`config.mk`:
```
export PLATFORM = sky130hd
export DESIGN_NAME = ram_bit_serializer
export DESIGN_NICKNAME = d
export VERILOG_FILES = /design/src/rtl/ram_bit_serializer_pkg.sv /design/src/rtl/ram_bit_serializer.sv
export SDC_FILE = /design/constraint.sdc
export NUM_CORES = 1
export LEC_CHECK = 0
export BUFFER_PORTS_ARGS = -buffer_cell sky130_fd_sc_hd__buf_2
export CORE_MARGIN = 5
export CORE_UTILIZATION = 35
export DETAILED_ROUTE_END_ITERATION = 6
export PLACE_DENSITY = 0.61
export SYNTH_ARGS = -nofsm -noshare
export SYNTH_HDL_FRONTEND = slang
export SYNTH_SLANG_ARGS = --single-unit
```
`constraint.sdc`:
```
create_clock -name clk -period 2.1 [get_ports clk]
set_input_delay 0.315 -clock clk [delete_from_list [all_inputs] [get_ports clk]]
set_output_delay 0.315 -clock clk [all_outputs]
set_load 0.005 [all_outputs]
```
`src/rtl/ram_bit_serializer_pkg.sv`:
```
// Shared TX-path definitions: FSM encoding, byte width and the default RAM address width.
package ram_bit_serializer_pkg;

    localparam int BYTE_WIDTH            = 8;
    localparam int DEFAULT_ADDRESS_WIDTH = 11;

    typedef enum logic [1:0] {
        ST_IDLE  = 2'd0,
        ST_FETCH = 2'd1,
        ST_SHIFT = 2'd2,
        ST_DONE  = 2'd3
    } state_e;

endpackage

```
`src/rtl/ram_bit_serializer.sv`:
```
// Walks a byte range of the packet RAM and streams it out LSB-first over a
// valid/ready bit interface, pulsing done once the final bit has been accepted.
module ram_bit_serializer
    import ram_bit_serializer_pkg::*;
#(
    parameter int ADDRESS_WIDTH = DEFAULT_ADDRESS_WIDTH,
    parameter int DATA_WIDTH    = BYTE_WIDTH
) (
    input  logic                     clk,
    input  logic                     rst,
    input  logic                     start,
    input  logic [ADDRESS_WIDTH-1:0] base_address,
    input  logic [ADDRESS_WIDTH:0]   num_bytes,
    output logic [ADDRESS_WIDTH-1:0] read_address,
    input  logic [DATA_WIDTH-1:0]    read_data,
    output logic                     bit_out,
    output logic                     bit_valid,
    input  logic                     bit_ready,
    output logic                     last_bit,
    output logic                     busy,
    output logic                     done
);

    localparam int CNT_W = $clog2(DATA_WIDTH);
    localparam logic [CNT_W-1:0] CNT_LAST = CNT_W'(DATA_WIDTH - 1);

    state_e                   state_q, state_d;
    logic [ADDRESS_WIDTH-1:0] addr_q, addr_d;
    logic [ADDRESS_WIDTH:0]   rem_q, rem_d;
    logic [DATA_WIDTH-1:0]    shift_q, shift_d;
    logic [CNT_W-1:0]         cnt_q, cnt_d;

    logic hs;
    logic byte_end;
    logic rem_zero;

    assign hs       = (state_q == ST_SHIFT) && bit_ready;
    assign byte_end = (cnt_q == CNT_LAST);
    assign rem_zero = (rem_q == '0);

    always_ff @(posedge clk or posedge rst) begin
        if (rst) begin
            state_q <= ST_IDLE;
            addr_q  <= '0;
        end else begin
            state_q <= state_d;
            addr_q  <= addr_d;
        end
    end

    // Datapath only matters while a transfer is active, so it carries no reset.
    always_ff @(posedge clk) begin
        rem_q   <= rem_d;
        shift_q <= shift_d;
        cnt_q   <= cnt_d;
    end

    always_comb begin
        state_d = state_q;
        unique case (state_q)
            ST_IDLE: begin
                if (start) begin
                    state_d = (num_bytes == '0) ? ST_DONE : ST_FETCH;
                end
            end
            ST_FETCH: state_d = ST_SHIFT;
            ST_SHIFT: begin
                if (hs && byte_end && rem_zero) begin
                    state_d = ST_DONE;
                end
            end
            ST_DONE:  state_d = ST_IDLE;
            default:  state_d = ST_IDLE;
        endcase
    end

    always_comb begin
        addr_d  = addr_q;
        rem_d   = rem_q;
        shift_d = shift_q;
        cnt_d   = cnt_q;
        unique case (state_q)
            ST_IDLE: begin
                if (start && (num_bytes != '0)) begin
                    addr_d = base_address;
                    rem_d  = num_bytes;
                end
            end
            ST_FETCH: begin
                shift_d = read_data;
                cnt_d   = '0;
                addr_d  = addr_q + 1'b1;
                rem_d   = rem_q - 1'b1;
            end
            ST_SHIFT: begin
                if (hs) begin
                    if (!byte_end) begin
                        shift_d = shift_q >> 1;
                        cnt_d   = cnt_q + 1'b1;
                    end else if (!rem_zero) begin
                        // Back-to-back bytes: next word is already on read_data.
                        shift_d = read_data;
                        cnt_d   = '0;
                        addr_d  = addr_q + 1'b1;
                        rem_d   = rem_q - 1'b1;
                    end
                end
            end
            default: ;
        endcase
    end

    always_comb begin
        read_address = addr_q;
        bit_valid    = (state_q == ST_SHIFT);
        bit_out      = bit_valid && shift_q[0];
        last_bit     = bit_valid && rem_zero && byte_end;
        busy         = (state_q != ST_IDLE);
        done         = (state_q == ST_DONE);
    end

endmodule
```
# == Word-level counts from Yosys, hierarchy flattened ==
# Index checks and enable logic that the tools add are counted.
# op_classes
n_addsub,3
eq_ne,11
n_mux,22
reduce_logical,17
# ops
operator,count
12-bit two-way mux,4
11-bit two-way mux,4
12-bit one-hot mux with 3 select lines,1
11-bit one-hot mux with 3 select lines,1
12-bit zero test,2
8-bit two-way mux,3
8-bit one-hot mux with 2 select lines,1
12-bit nonzero test,1
"12-bit by 1-bit subtractor with 12-bit output, second input constant",1
"11-bit by 1-bit adder with 11-bit output, second input constant",1
3-bit two-way mux,3
2-bit one-hot mux with 4 select lines,1
1-bit logical AND,7
2-bit two-way mux,3
"2-bit by 1-bit != test with 1-bit output, second input constant",3
"2-bit != test, second input constant",3
3-bit one-hot mux with 2 select lines,1
5-bit AND reduction,1
"2-bit == test, second input constant",2
2-bit nonzero test,2
"3-bit by 1-bit adder with 3-bit output, second input constant",1
"3-bit == test, second input constant",1
"3-bit != test, second input constant",1
3-bit AND reduction,1
other kinds (4),4
# totals
regBits,36
input_bits,35
out_inout_bits,16
elab_cells,58

# == Logic depth before layout (Yosys ltp) ==
# Gate-level depths: netlist of run 1.
# logic_depth
ltp_word,6
mapped_depth,7
depth_no_buf,6

# == Least setup slack after synthesis of run 1 ==
# No wires, ideal clock.
# synth_path
kind,reg-to-reg
from,register state_q[0]
to,register cnt_q[0] (enable)
setup_ns,0.378
t_arrival_ns,1.882
setup_slack_ns,-0.160
stages_incl_launch_ff,7
n_path_buf,2
cell_sequence,dfrtp_1 inv_1 ha_1 clkbuf_1 clkbuf_1 o21ai_0 nor2_1
# synth_via
elab_chain_cells,4
elab_cells_between_ends,7
cone_classes,eq/ne: 4; reduce/logical: 3
# synth_rtl
element,line,rtl
"start, declared",ram_bit_serializer.sv:27,"state_e state_q, state_d;"
"start signal, assigned",ram_bit_serializer.sv:46,state_q <= state_d;
2-bit == test,"ram_bit_serializer.sv:37, ram_bit_serializer.sv:82",
1-bit logical AND,ram_bit_serializer.sv:37,assign hs = (state_q == ST_SHIFT) && bit_ready;
2-bit by 1-bit != test with 1-bit output (no source line),-,
3-bit AND reduction (no source line) (*),-,
"end signal, assigned",ram_bit_serializer.sv:55,cnt_q <= cnt_d;
"end, declared",ram_bit_serializer.sv:31,"logic [CNT_W-1:0] cnt_q, cnt_d;"
# Every way passes the cells marked *; elsewhere a longest branch is shown, timed or not.
# A chain may end at the register's enable or synchronous reset.

# == Worst setup path in the final report of run 1 ==
# layout_path
from,register rem_q[8]
to,output port last_bit
# layout_via
elab_chain_cells,3
# layout_rtl
element,line,rtl
"start, declared",ram_bit_serializer.sv:29,"logic [ADDRESS_WIDTH:0] rem_q, rem_d;"
"start signal, assigned",ram_bit_serializer.sv:53,rem_q <= rem_d;
12-bit zero test,ram_bit_serializer.sv:39,assign rem_zero = (rem_q == '0);
1-bit logical AND (2 in series),ram_bit_serializer.sv:117,last_bit = bit_valid && rem_zero && byte_end;
"end, declared",ram_bit_serializer.sv:19,"output logic last_bit,"
# Every way passes these cells.

==> results of run 1 <==
==> power groups by stage <==
| stage | combinational [W] | sequential [W] | clock [W] |
|---|---|---|---|
| 4_1_cts | 0.00222 | 0.00166 | 0.000481 |
| 6_report | 0.00232 | 0.00167 | 0.000464 |
| 5_1_grt | 0.00262 | 0.00173 | 0.000517 |
| 3_3_place_gp | 0.00218 | 0.00166 | 0 |
| 2_1_floorplan | 0.00161 | 0.00161 | 0 |
| 3_5_place_dp | 0.00221 | 0.00167 | 0 |
==> per-stage QoR <==
stage	area (um^2)	power, W	utilization
after floorplan	2160	0.00323	-
after global placement	2540	0.00385	0.427
after detailed placement	2540	0.00388	0.427
after CTS	2630	0.00437	0.442
after global routing	2690	0.00487	0.451
final	2690	0.00446	0.451
==> logic make-up after synthesis <==
logic type	count (synthesis)	synth area share
muxes	16	0.0802
DFF	36	0.472
and+or+nand+nor	67	0.184
xor gates and xnor gates	10	0.0407
adders and majority gates	9	0.0523
buffers and inverters	20	0.0390
AOI/OAI and AO/OA	45	0.132
==> area by class of cell <==
type	instances	area (um^2)
fillers	582	3270
multi-input cells	148	1080
flip-flops and latches	36	1020
repair buffers	64	368
well taps	75	93.8
clock buffers	7	76.3
inverters	13	48.8
clock inverters	1	5.00
==> synthesized netlist by cell type, drive strengths merged <==
| master | n | area, um^2 |
|---|---|---|
| o21ai | 8 | 40.0 |
| nand4 | 6 | 58.8 |
| nor2b | 2 | 12.5 |
| a21o | 1 | 7.51 |
| and2 | 3 | 18.8 |
| buf | 2 | 16.3 |
| nand4b | 1 | 8.76 |
| xor2 | 8 | 70.1 |
| dfrtp | 13 | 325 |
| nor3b | 1 | 7.51 |
| a211oi | 1 | 12.5 |
| a31oi | 5 | 31.3 |
| nand2b | 3 | 18.8 |
| nand3b | 1 | 7.51 |
| edfxtp | 23 | 691 |
| and3 | 3 | 23.8 |
| nor3 | 2 | 10.0 |
| a41oi | 8 | 70.1 |
| inv | 13 | 48.8 |
| o22ai | 2 | 12.5 |
| mux2i | 6 | 60.1 |
| o31ai | 2 | 15.0 |
| mux2 | 10 | 113 |
| clkbuf | 5 | 18.8 |
| nor4 | 5 | 61.3 |
| xnor2 | 2 | 17.5 |
| o32a | 1 | 10.0 |
| nand2 | 9 | 33.8 |
| or4 | 2 | 15.0 |
| a21oi | 17 | 85.1 |
| nand3 | 8 | 40.0 |
| nor2 | 21 | 78.8 |
| ha | 9 | 113 |
==> critical path, delay by kind of cell, from the launching register on <==
kind	cells	cell delay [ns]
flops	1	0.46
buf+inv	1	0.12
simple gates	3	0.78
==> per-layer routing <==
layer	wire, um	vias to the layer above
met5	0	-
met1	2350	827
met3	215	6
li1	-	890
met4	55	0
met2	2360	38
==> flip-flops by register name (all words and copies together) (netlist names) <==
name,flops
state_q,2
read_address,11
cnt_q,3
rem_q,12
shift_q,8
==> worst max-delay path by stage <==
stage | startpoint | to | slack [ns] | cells past startpoint
after floorplan | state_q[0] | cnt_q[0] | 0.09 | 6
after global placement | state_q[0] | read_address[10] | 0.14 | 6
after detailed placement | state_q[0] | read_address[10] | 0.09 | 6
after CTS | rem_q[0] | last_bit | 0.04 | 6
after global routing | rem_q[0] | last_bit | 0.01 | 6
final | rem_q[8] | last_bit | 0.13 | 4
==> placed cells by master (no fill, tap or decap), types with 2 or more instances in the layout <==
cell type and count:
buf_2 50, edfxtp_1 23, nor2_1 19, a21oi_1 17, inv_1 13, buf_4 13
dfrtp_1 13, mux2_2 10, nand2_1 9, ha_1 9, nand3_1 8, o21ai_0 8
a41oi_1 8, xor2_1 8, mux2i_1 6, a31oi_1 5, clkbuf_8 5, nand4_1 4
nor4_1 3, nand2b_1 3, and2_1 3, nor4_4 2, nor2b_1 2, o22ai_1 2
or4_1 2, o31ai_1 2, nor3_1 2, xnor2_1 2, and3_1 2, clkbuf_1 2
==> repair_timing <==
| item | CTS | global route |
|---|---|---|
| hold buffers | 0 | 0 |
| pin swaps | 0 | 1 |
| gates resized for setup | 1 | 3 |
| buffers inserted | 0 | 5 |
| gates cloned | 0 | 1 |
| setup endpoints to repair | 1 | 3 |
==> impl_metrics.ini, run 1 <==
[synth]
yosysSeqAreaShare = 0.472
synthesis.nets = 247
synth-seq-cells = 36
synth_area_mm2 = 0.00215
synth_area_per_cell_um2 = 10.6
synth.yosys.warnings = 0
synthCells = 203
synth.distinct_cells = 38

[power]
p_sw_frac = 0.413
power.density_mw_per_mm2 = 1660
irDropWorstVdd_mv = 0.626
p_clk_frac = 0.104
power_leakage_nw = 1.14
combPwrFrac = 0.521
p_sw_w = 0.00184
internal_power_w = 0.00262
pwr-share-seq = 0.375

[setup_path]
cpMaxStageDelayCell = edfxtp_1
reg2reg_depth = 6
cpPeakStageDelay_ns = 0.46
worst-path-max-fanout = 4
worstReg2RegStart = state_q[0]
r2r_end = read_address[10]
endpoint_kind = primary output
crit_type = reg2out
cp_data_arrival_time_ns = 1.65
cp_cell_sequence = nor4_4 > nand4_4 > nor2_4 > buf_2
required_ns = 1.78
startpoint_type = flop
rrSetupSlack_ns = 0.16

[timing]
rsz0062_at_grt = false
hold_viol_final = 0
min_period_ns = 1.97
finClkSkew_ns = 0.00626
worstMarginPinSlew_ns = 0.523
period_share = 0.937
timing.fmax_mhz = 508
final-setup-viol-count = 0
slew_violations = 0
slew_headroom = 0.651
setup_ws_ns = 0.133
hold_ws_ns = 0.0464
tns_ns = 0

[global_route]
gr-usage-met2 = 0.208
met1_usage = 0.187
grt_pass1_vias = 1745
grt_max_degree = 49
met3_usage = 0.0345
globalRouteOverflowTotal = 0
grt_usage = 0.136
grt_busiest_layer = met2
grt_pass1_wl_um = 8220
antenna_found_initial = 0

[clock_tree]
clk_latency_ns = 0.28
cts_max_path_buffers = 2
cts_tree = built
htreeDepth = 2
clk_pin_slew_worst_paths_ns = 0.07
ctsRootBufferMaster = clkbuf_8
clkSinkCount = 36
cts_made_buffers = 5

[routing]
drt-total-wl_um = 4970
dr.pass1.iters = 4
post-route-drc-count = 0
drt_first_iter_violations = 87
wl_per_cell_um = 14.5
avgViaCountPerCell = 5.12
num_vias = 1761
drtAntennaViolNets = 0

[placed_design]
place.gp.congestion = 0.786
portBuffers = 50
dp.cells = 330
dp_hpwl_um = 3620
dpl_worst_slack_ns = 0.0851

[worst_hold_path]
worstHoldPathType = in2async

[floorplanning]
io_pins = 51
dieArea_mm2 = 0.00782
core_area_mm2 = 0.00596
rows = 28
die_x_um = 88.4
die_h_um = 88.4
initial_core_util = 0.361

[finish]
stdcell_count = 344
n_antenna_cell = 0
nNetsFinal = 312
drive_above_1_share = 0.335
area_growth_pct = 24.9

[run_status]
outcome = finished, final reports clean

[run]
max_cap_violations = 0
(Power assumes the default switching activity.)
==> inputs of run 2 (changes only) <==
REMOVE_ABC_BUFFERS = 1   (was unset)
==> run 2 against run 1 <==
  * Sequential share of layout area is 0.37 points lower
  * Routed wire length rose by 5.4%
  * Clock skew up 0.0011 ns
  * Critical path depth up 2
  * Clock-buffer cell count rose by 1
==> impl_metrics.ini, run 2 (synthesized netlist as in run 1, its figures left out) <==
[routing]
drtAntennaViolNets = 0
dr.pass1.iters = 4
drt-total-wl_um = 5240
avgViaCountPerCell = 5.27
post-route-drc-count = 0
num_vias = 1830
wl_per_cell_um = 15.1
drt_first_iter_violations = 103

[clock_tree]
htreeDepth = 2
cts_made_buffers = 5
cts_max_path_buffers = 2
clkSinkCount = 36
holdBufCountCts = 0
cts_tree = built
clk_latency_ns = 0.29
clk_pin_slew_worst_paths_ns = 0.07
ctsRootBufferMaster = clkbuf_8

[setup_path]
cpMaxStageDelayCell = edfxtp_1
required_ns = 1.78
cp_cell_sequence = inv_1 > ha_1 > nor3b_4 > nand4_4 > nor2_2 > buf_2
crit_type = reg2out
cp_data_arrival_time_ns = 1.66
endpoint_kind = primary output
cpPeakStageDelay_ns = 0.44
worst-path-max-fanout = 4
r2r_end = read_address[10]
worstReg2RegStart = state_q[0]
reg2reg_depth = 6
startpoint_type = flop
rrSetupSlack_ns = 0.14

[global_route]
antenna_found_initial = 0
grt_pass1_vias = 1738
grt_usage = 0.135
grt_pass1_wl_um = 8210
globalRouteOverflowTotal = 0
grt_max_degree = 49

[finish]
layout_commonest_cell = buf_2
final_cell_mix = buf_2, edfxtp_1, nor2_1
drive_above_1_share = 0.349
area_growth_pct = 26.2
largest_register_ffs = 12
n_antenna_cell = 0
finalInstanceArea_mm2 = 0.00272
fillers = 608
largest_register = rem_q
nNetsFinal = 315

[floorplanning]
die_x_um = 88.4
dieArea_mm2 = 0.00782
io_pins = 51
initial_core_util = 0.361
die_h_um = 88.4
rows = 28
core_area_mm2 = 0.00596

[timing]
hold_viol_final = 0
rsz0062_at_grt = false
final-setup-viol-count = 0
finClkSkew_ns = 0.00731
worstMarginPinSlew_ns = 0.552
hold_ws_ns = 0.0410
min_period_ns = 1.98
timing.fmax_mhz = 506
slew_headroom = 0.632
period_share = 0.942
slew_violations = 0

[run_status]
outcome = finished, final reports clean

[placed_design]
place.gp.congestion = 0.785
dp_hpwl_um = 3680
portBuffers = 50
dpl-instance-area_mm2 = 0.00254

[power]
irDropWorstVdd_mv = 0.668
combPwrFrac = 0.512
power_w = 0.00456
power.density_mw_per_mm2 = 1680
power_leakage_nw = 1.16
p_sw_frac = 0.411
internal_power_w = 0.00268
p_clk_frac = 0.118
p_sw_w = 0.00187
pwr-share-seq = 0.369

[worst_hold_path]
worstHoldPathType = in2async

[run]
max_cap_violations = 0
==> run 2: cell count changes in the layout (fill, tap and decap cells not counted) <==
cell | before | now
clkbuf_8 | 5 | 7
ha_2 | 0 | 1
ha_1 | 9 | 8
clkbuf_1 | 2 | 1
buf_4 | 13 | 17
nor2_2 | 1 | 2
clkinv_2 | 1 | 0
buf_12 | 1 | 0
nor2_4 | 1 | 0
==> run 2: power groups by stage <==
stage          Sequential, W  Clock (W)  Combinational, W
2_1_floorplan        0.00161          0           0.00154
3_3_place_gp         0.00167          0           0.00213
3_5_place_dp         0.00168          0           0.00214
4_1_cts              0.00167   0.000554           0.00216
5_1_grt              0.00173   0.000586           0.00263
6_report             0.00168   0.000539           0.00233
==> run 2: how the worst max path moves through the flow <==
stage | startpoint | endpoint | slack [ns] | cells past startpoint
after global placement | rem_q[1] | shift_q[7] | 0.10 | 6
after floorplan | state_q[0] | cnt_q[0] | -0.42 | 4
after CTS | state_q[0] | read_address[9] | 0.04 | 6
after detailed placement | cnt_q[0] | shift_q[7] | 0.06 | 5
final | rem_q[1] | last_bit | 0.12 | 6
after global routing | rem_q[1] | last_bit | 0.02 | 6
==> run 2: final cells by class <==
type	instances	area, um^2	area share
Multi-Input combinational cell	148	1080	0.397
Clock buffer	8	100	0.0369
Tap cell	75	93.8	0.0346
Timing Repair Buffer	67	378	0.139
Sequential cell	36	1020	0.374
Inverter	13	48.8	0.0180
==> run 2: through the flow <==
stage	worst slack, ns	setup TNS [ns]	utilization	instances
6_report	0.122	0	0.456	347
3_5_place_dp	0.0564	0	0.426	331
4_1_cts	0.0450	0	0.443	339
5_1_grt	0.0200	0	0.456	347
2_1_floorplan	-0.418	-4.60	-	196
3_3_place_gp	0.103	0	0.426	331
==> run 2: what timing repair did <==
action	4_1_cts	5_1_grt
buffers inserted	0	7
cloned	0	1
resized for setup	1	4
endpoints found under the setup margin	1	13
pin swaps	0	1
==> run 2: metal layers <==
| layer | vias to the layer above | track usage | wire [um] | share of wire |
|---|---|---|---|---|
| met3 | 6 | 0.0345 | 276 | 0.053 |
| met1 | 885 | 0.189 | 2470 | 0.47 |
| li1 | 894 | - | - | - |
| met5 | - | 0 | 0 | 0 |
| met4 | 0 | 0.0385 | 61 | 0.012 |
| met2 | 45 | 0.206 | 2440 | 0.46 |
==> run 2: critical path: cells and delay by family (launching register included) <==
kind          cells  cell delay, ns
simple gates      3            0.55
flops             1            0.44
fa+ha+maj         1            0.15
buf+inv           2            0.25
